### src/rtl/ram_arb_pkg.sv
// Shared constants and types for the RAM arbiter slice.
// Defaults match the 4096 x 8 RAM shared by four client engines.
package ram_arb_pkg;

  localparam int DATAWID_DEF  = 8;
  localparam int ADDERWID_DEF = 12;
  localparam int NREQ_DEF     = 4;

  function automatic int idw_of(input int n);
    return (n < 2) ? 1 : $clog2(n);
  endfunction

  typedef struct packed {
    logic                          valid;
    logic [idw_of(NREQ_DEF)-1:0]   id;
    logic [DATAWID_DEF-1:0]        data;
  } rsp_rec_t;

endpackage

### src/rtl/rr_arbiter.sv
// Round-robin single-grant arbiter; owns the priority pointer.
// Scan starts at the pointer and wraps explicitly for any NREQ.
module rr_arbiter
  import ram_arb_pkg::*;
#(
  parameter  int NREQ = NREQ_DEF,
  localparam int IDW  = idw_of(NREQ)
) (
  input  logic            clk,
  input  logic            reset,
  input  logic [NREQ-1:0] req,
  input  logic            advance,
  output logic [NREQ-1:0] gnt,
  output logic [IDW-1:0]  gnt_id,
  output logic            gnt_any
);

  logic [IDW-1:0] ptr;

  always_comb begin
    int idx;
    gnt     = '0;
    gnt_id  = '0;
    gnt_any = 1'b0;
    idx     = 0;
    for (int k = 0; k < NREQ; k++) begin
      idx = int'(ptr) + k;
      if (idx >= NREQ) idx = idx - NREQ;
      if (!gnt_any && req[idx]) begin
        gnt_any  = 1'b1;
        gnt[idx] = 1'b1;
        gnt_id   = IDW'(idx);
      end
    end
  end

  always_ff @(posedge clk) begin
    if (reset)
      ptr <= '0;
    else if (advance && gnt_any)
      ptr <= (gnt_id == IDW'(NREQ - 1)) ? '0 : gnt_id + 1'b1;
  end

endmodule

### src/rtl/ram_arbiter.sv
// Shares one single-port synchronous RAM among NREQ requesters.
// Reads answer one cycle after grant, tagged with the requester ID.
module ram_arbiter
  import ram_arb_pkg::*;
#(
  parameter  int DATAWID  = DATAWID_DEF,
  parameter  int ADDERWID = ADDERWID_DEF,
  parameter  int NREQ     = NREQ_DEF,
  localparam int IDW      = idw_of(NREQ)
) (
  input  logic                     clk,
  input  logic                     reset,
  input  logic [NREQ-1:0]          req_valid,
  input  logic [NREQ-1:0]          req_we,
  input  logic [NREQ*ADDERWID-1:0] req_addr,
  input  logic [NREQ*DATAWID-1:0]  req_wdata,
  output logic [NREQ-1:0]          req_ready,
  output logic [NREQ-1:0]          rsp_valid,
  output logic [IDW-1:0]           rsp_id,
  output logic [DATAWID-1:0]       rsp_data,
  output logic                     ram_we,
  output logic [ADDERWID-1:0]      ram_addr,
  output logic [DATAWID-1:0]       ram_din,
  input  logic [DATAWID-1:0]       ram_dout
);

  typedef struct packed {
    logic           valid;
    logic [IDW-1:0] id;
  } rsp_hdr_t;

  logic [NREQ-1:0] req_live;
  logic [NREQ-1:0] gnt;
  logic [IDW-1:0]  gnt_id;
  logic            gnt_any;
  logic            gnt_rd;
  rsp_hdr_t        rsp_q;

  // Masking at the source keeps reset cycles grant-free.
  assign req_live = reset ? '0 : req_valid;

  rr_arbiter #(.NREQ(NREQ)) u_rr (
    .clk     (clk),
    .reset   (reset),
    .req     (req_live),
    .advance (gnt_any),
    .gnt     (gnt),
    .gnt_id  (gnt_id),
    .gnt_any (gnt_any)
  );

  assign req_ready = gnt;
  assign gnt_rd    = gnt_any & ~req_we[gnt_id];

  always_comb begin
    ram_we   = 1'b0;
    ram_addr = '0;
    ram_din  = '0;
    if (gnt_any) begin
      ram_we   = req_we[gnt_id];
      ram_addr = req_addr[int'(gnt_id)*ADDERWID +: ADDERWID];
      ram_din  = req_wdata[int'(gnt_id)*DATAWID +: DATAWID];
    end
  end

  always_ff @(posedge clk) begin
    if (reset) begin
      rsp_q.valid <= 1'b0;
      rsp_q.id    <= '0;
    end else begin
      rsp_q.valid <= gnt_rd;
      if (gnt_rd) rsp_q.id <= gnt_id;
    end
  end

  always_comb begin
    rsp_valid = '0;
    if (rsp_q.valid) rsp_valid[rsp_q.id] = 1'b1;
  end

  assign rsp_id   = rsp_q.id;
  assign rsp_data = ram_dout;

endmodule
### config.mk
export PLATFORM = sky130hd
export DESIGN_NAME = ram_arbiter
export DESIGN_NICKNAME = d
export VERILOG_FILES = /design/src/rtl/ram_arb_pkg.sv /design/src/rtl/rr_arbiter.sv /design/src/rtl/ram_arbiter.sv
export SDC_FILE = /design/constraint.sdc
export NUM_CORES = 1
export LEC_CHECK = 0
export ABC_AREA = 1
export BUFFER_PORTS_ARGS = -buffer_cell sky130_fd_sc_hd__buf_2
export CORE_ASPECT_RATIO = 0.6
export CORE_MARGIN = 8
export CORE_UTILIZATION = 43
export CTS_CLUSTER_DIAMETER = 40
export DETAILED_ROUTE_END_ITERATION = 10
export PLACE_DENSITY_LB_ADDON = 0.25
export SLEW_MARGIN = 20
export SYNTH_ARGS = -nofsm -noshare
export SYNTH_HDL_FRONTEND = slang
export SYNTH_HIERARCHICAL = 1
export SYNTH_SLANG_ARGS = --single-unit
export TNS_END_PERCENT = 100
### constraint.sdc
create_clock -name clk -period 4.51 [get_ports clk]
set_input_delay 0.451 -clock clk [delete_from_list [all_inputs] [get_ports clk]]
set_output_delay 0.451 -clock clk [all_outputs]
set_load 0.05 [all_outputs]
==> out/metrics.yaml, run 1 <==
fin_tns_setup_ns: 0
synth-main-ff-cell: "dfxtp_1"
die_w_um: 96.6
synth_edf_count: 0
ys_ff_latch: 5
ctsRootBufferMaster: "clkbuf_8"
grt_pass1_wl_um: 9920
htreeDepth: 1
yosysUniqueCellTypes: 32
syn_to_final_growth_pct: 28.4
r2r_slack_ns: 1.32
cp-start-kind: "flip-flop"
coreArea_um2: 3700
dr.pass1.iters: 5
io_buffers: 120
max_cap_violations: 0
antenna_cells: 0
drc: 0
ff2ff_path_depth: 17
wl_per_cell_um: 14.0
clkTransAtPathRegs_ns: 0.04
ctsResizeCount: 0
ant_nets: 0
num_io_pins: 137
antenna_found_initial: 0
netlist_instances: 302
required_ns: 4.06
r2r-end: "rsp_id[0]$_SDFFE_PP0P_"
post-place-ws_ns: 0.904
vias: 2243
hold_viol: 0
fin_crit_ns: 3.87
wl_um: 6290
stdcell_area_um2: 2150
cts_made_buffers: 3
nNetsFinal: 510
grt_pass1_vias: 2135
crit_end: "ram_addr[10]"
path_max_fanout: 22
gp_congestion: 0.928
die_area_um2: 6220
gr-total-overflow: 0
relSlewSlack: 0.547
initial_core_util: 0.453
ctsHoldBuffers: 0
clkLatencyLatePin_ns: 0.22
rows: 17
fmax_ghz: 0.258
holdWs_ns: 0.518
yosys_warnings: 6
fin_crit_sh: 0.858
ys_async_sr_fraction: 0
outcome: "finished clean"
grt_max_degree: 44
hp-class: "input pin to flip-flop"
synth_area_um2: 1680
synthesis.nets: 408
drive_above_1_share: 0.380
drt-initial-drc-count: 107
path_class: "flip-flop to output pin"
die_h_um: 64.4
cts_tree: "built"
setup_violations: 0
dp_hpwl_um: 5230
clock_path_buffers: 2
fin_ws_ns: 0.641
worstMarginPinSlew_ns: 0.679
syn_avg_cell_area_um2: 5.55
viasPerCell: 4.98
post_cts_buffers: 0
yosysSeqAreaShare: 0.0597
fillers: 376
end_kind: "output pin"
track_usage: 0.183
clock_skew_ns: 0.00372
placed_area_um2: 2110
cts_sinks: 5
finalMaxSlewViolations: 0
worstPathArrival_ns: 3.42
rsz0062_at_grt: "no"
-- metrics by stage --
stage,instances,util
after floorplan,302,-
after global placement,446,0.570
after detailed placement,446,0.570
after CTS,450,0.582
after global routing,450,0.582
final,450,0.582
-- synthesized netlist by cell type (4+ instances only) --
| library cell | count | area, um^2 |
|---|---|---|
| a21oi_1 | 25 | 125 |
| buf_4 | 11 | 82.6 |
| buf_6 | 4 | 45.0 |
| dfxtp_1 | 5 | 100 |
| ha_1 | 8 | 100 |
| inv_1 | 24 | 90.1 |
| inv_2 | 4 | 15.0 |
| nand2_1 | 35 | 131 |
| nand2_2 | 10 | 62.6 |
| nand3_1 | 9 | 45.0 |
| nand3_2 | 6 | 60.1 |
| nor2_1 | 89 | 334 |
| nor3_1 | 4 | 20.0 |
| o21ai_0 | 21 | 105 |
| o21ai_1 | 22 | 110 |
-- layer usage --
metal  global-route usage  vias up  wire length (um)
li1                     -     1168                 -
met3               0.0676        8               737
met2                0.302      106              2790
met4               0.0362        0                35
met5                    0        -                 0
met1                0.225      961              2730
-- cells by family after synthesis --
| group | after synthesis | share of synthesized area |
|---|---|---|
| buf+inv | 55 | 0.216 |
| fa+ha+maj | 8 | 0.0597 |
| compound gates | 74 | 0.233 |
| flops | 5 | 0.0597 |
| simple gates | 160 | 0.431 |
-- worst min path at each step --
stage               cells past startpoint                    from  slack, ns                      to
CTS                                     2                   reset       0.51               flip-flop
global placement                        2  rsp_id[1]$_SDFFE_PP0P_       0.54  rsp_id[1]$_SDFFE_PP0P_
floorplan                               2  rsp_id[1]$_SDFFE_PP0P_       0.50  rsp_id[1]$_SDFFE_PP0P_
finish                                  2                   reset       0.52               flip-flop
global route                            2                   reset       0.54               flip-flop
detailed placement                      2  rsp_id[1]$_SDFFE_PP0P_       0.56  rsp_id[1]$_SDFFE_PP0P_
-- worst max-delay path: stages, from the launching register on --
cell,delay (ns)
dfxtp_1,0.58
inv_2,0.21
ha_1,0.39
inv_1,0.10
nand3_2,0.09
nand2_4,0.11
nand3_2,0.14
nand2_2,0.09
nand2_1,0.05
nand2_1,0.28
buf_4,0.27
inv_2,0.18
nor2_1,0.16
o21ai_1,0.08
a21oi_1,0.14
buf_2,0.30
-- cells in the final DEF (no fill, tap or decap) --
master,n
nor2_1,89
inv_4,1
o21ai_0,21
a21oi_2,1
nand2_4,2
nand3_1,9
a21oi_1,25
inv_2,4
inv_1,24
nand3_4,1
ha_1,8
nor2_2,1
o21ai_1,22
o2111ai_1,1
nor3_1,4
buf_4,2
dfxtp_1,5
o221ai_1,2
nor2_4,1
nand4_1,2
nand3_2,6
a22oi_1,2
inv_6,1
buf_2,120
nand2_1,35
clkbuf_1,1
nand2_2,10
clkbuf_8,3
-- final cells by class --
class	instances	area, um^2	share of cell area
multi-input cells	242	1210	0.564
repair buffers	122	616	0.286
inverters	30	120	0.0558
flip-flops and latches	5	100	0.0465
well taps	47	58.8	0.0273
clock buffers	4	45.0	0.0209
Power of run 1 is not shown: default switching activity piles up to over one toggle a cycle in this logic, so the estimate is an artifact.
==> run 2, diff against run 1 <==
--- a/config.mk
+++ b/config.mk
@@ -10,8 +10,9 @@
 export CORE_ASPECT_RATIO = 0.6
 export CORE_MARGIN = 8
-export CORE_UTILIZATION = 43
+export CORE_UTILIZATION = 36
 export CTS_CLUSTER_DIAMETER = 40
 export DETAILED_ROUTE_END_ITERATION = 10
 export PLACE_DENSITY_LB_ADDON = 0.25
+export RECOVER_POWER = 100
 export SLEW_MARGIN = 20
 export SYNTH_ARGS = -nofsm -noshare
==> constraint.sdc (replaced) <==
create_clock -name clk -period 3.5 [get_ports clk]
set_input_delay 0.35 -clock clk [delete_from_list [all_inputs] [get_ports clk]]
set_output_delay 0.35 -clock clk [all_outputs]
set_load 0.02 [all_outputs]
==> run 2 against run 1 <==
Effect of this change:
- critical path depth grew 1
- core utilization shrank 9.2 points
- setup slack lost 0.32 ns
- count of clock-buffer cells in the layout is the same
- design area grew 2.8%
- critical path type unchanged
==> out/metrics.yaml, run 2 (synthesis gave the netlist of run 1 again) <==
outcome: "finished clean"  # unchanged
required_ns: 3.15  # was 4.06 ns
most-common-layout-cells: "buf_2, nor2_1, nand2_1"  # unchanged
wl_per_cell_um: 13.0  # was 14.0 um
die_w_um: 104  # was 96.6 um
fin_ws_ns: 0.323  # was 0.641 ns
die_h_um: 68.9  # was 64.4 um
vias: 2231  # was 2243
max_cap_violations: 0  # unchanged
cp_slowest_cell: "dfxtp_2"  # was dfxtp_1
drt-initial-drc-count: 116  # was 107
drc: 0  # unchanged
initial_core_util: 0.371  # was 0.453
grt_max_degree: 44  # unchanged
grt_pass1_vias: 2109  # was 2135
cts_made_buffers: 3  # unchanged
nNetsFinal: 515  # was 510
grtUsageMet3: 0.0872  # was 0.0676
layout_commonest_cell: "buf_2"  # unchanged
finalMaxSlewViolations: 0  # unchanged
htreeDepth: 1  # unchanged
end_kind: "output pin"  # unchanged
worstPathArrival_ns: 2.83  # was 3.42 ns
coreArea_um2: 4520  # was 3700 um^2
fin_tns_setup_ns: 0  # unchanged
critPathMaxStageDelay_ns: 0.40  # was 0.58 ns
dr.pass1.iters: 5  # unchanged
r2r_slack_ns: 0.90  # was 1.32 ns
track_usage: 0.156  # was 0.183
num_io_pins: 137  # unchanged
ctsRootBufferMaster: "clkbuf_8"  # unchanged
ff2ff_path_depth: 16  # was 17
viasPerCell: 4.74  # was 4.98
io_buffers: 120  # unchanged
cp-start-kind: "flip-flop"  # unchanged
path_max_fanout: 29  # was 22
antenna_found_initial: 0  # unchanged
ant_nets: 0  # unchanged
gr-total-overflow: 0  # unchanged
drive_above_1_share: 0.350  # was 0.380
grt_util_met1: 0.187  # was 0.225
post-place-ws_ns: 0.340  # was 0.904 ns
worstMarginPinSlew_ns: 0.359  # was 0.679 ns
syn_to_final_growth_pct: 32.0  # was 28.4%
clock_skew_ns: 0.00420  # was 0.00372 ns
rsz0062_at_grt: "no"  # unchanged
clkLatencyLatePin_ns: 0.22  # about the same
clkTransAtPathRegs_ns: 0.04  # about the same
grt_pass1_wl_um: 9420  # was 9920 um
setup_violations: 0  # unchanged
use_met2: 0.245  # was 0.302
crit_buf_inv: 5  # unchanged
clock_path_buffers: 2  # unchanged
fmax_ghz: 0.315
hold_viol: 0  # unchanged
fin_crit_sh: 0.908
hp-class: "input pin to flip-flop"  # unchanged
cpLargestDelayFamily: "simple AND/OR/NAND/NOR gates"  # was buffers and inverters
fillers: 512  # was 376
hold_depth: 2  # unchanged
utilization: 0.490  # was 0.582
busiest_layer: "met2"  # unchanged
dp_cells: 465  # was 446
path_class: "flip-flop to output pin"  # unchanged
final_cells: 471  # was 450
cp_cell_sequence: "inv_1 -> ha_1 -> inv_1 -> nand3_2 -> nand2_4 -> inv_2 -> nand2_2 -> nand2_1 -> nand3_1 -> nand2_4 -> buf_12 -> nor2_1 -> nor2_1 -> o21ai_1 -> a21oi_1 -> clkbuf_1"  # was inv_2 -> ha_1 -> inv_1 -> nand3_2 -> nand2_4 -> nand3_2 -> nand2_2 -> nand2_1 -> nand2_1 -> buf_4 -> inv_2 -> nor2_1 -> o21ai_1 -> a21oi_1 -> buf_2
cts_sinks: 5  # unchanged
fin_crit_ns: 3.18
gp_congestion: 0.915  # was 0.928
rows: 19  # was 17
antenna_cells: 0  # unchanged
die_area_um2: 7170  # was 6220 um^2
cts_tree: "built"  # unchanged
dp_hpwl_um: 5070  # was 5230 um
relSlewSlack: 0.760  # was 0.547
wl_um: 6110  # was 6290 um
cp.depth: 16  # was 15
==> run 2: layout make-up <==
cell class	instances	area, um^2	share of cell area
Clock buffer	4	45.0	0.0204
Sequential cell	5	101	0.0458
Multi-Input combinational cell	242	1210	0.548
Tap cell	63	78.8	0.0356
Inverter	30	128	0.0577
Timing Repair Buffer	127	647	0.292
==> run 2: path summary, 6_finish.rpt <==
path,from,to
setup reg to reg,u_rr/ptr[1]$_SDFFE_PP0P_,rsp_id[0]$_SDFFE_PP0P_
setup / recovery,u_rr/ptr[1]$_SDFFE_PP0P_,ram_din[5]
hold reg to reg,rsp_id[1]$_SDFFE_PP0P_,rsp_id[1]$_SDFFE_PP0P_
hold / removal,reset,flip-flop
==> run 2: worst reg2reg max path: stages, from the launching register on <==
cell	delay, ns
dfxtp_2	0.40
inv_1	0.17
ha_1	0.39
inv_1	0.08
nand3_2	0.10
nand2_4	0.09
nor2_1	0.19
nand2_1	0.08
nand3_1	0.18
nand2_4	0.13
buf_12	0.19
nand2_1	0.09
nand3_1	0.09
nand2_2	0.13
nand3_1	0.08
nand2_1	0.07
nor2_1	0.04
==> run 2: timing repair <==
item / CTS / global route
endpoints found under the setup margin: 0 / 21
hold buffers: 0 / 0
setup buffers: 0 / 2
resized for setup: 0 / 4
==> run 2: through the flow <==
stage                     instance area [um^2]  hold slack (ns)
final                                     2210            0.406
after global routing                      2210            0.430
after CTS                                 2210            0.406
after detailed placement                  2160            0.548
after global placement                    2160            0.540
after floorplan                           1680            0.419
==> run 2: metal layers <==
layer  vias to the layer above  share of wire
met5                         -              0
met4                         0         0.0090
met3                         6           0.12
met2                        94           0.45
met1                       956           0.42
li1                       1175              -
Power of run 2 is left out for the same reason.
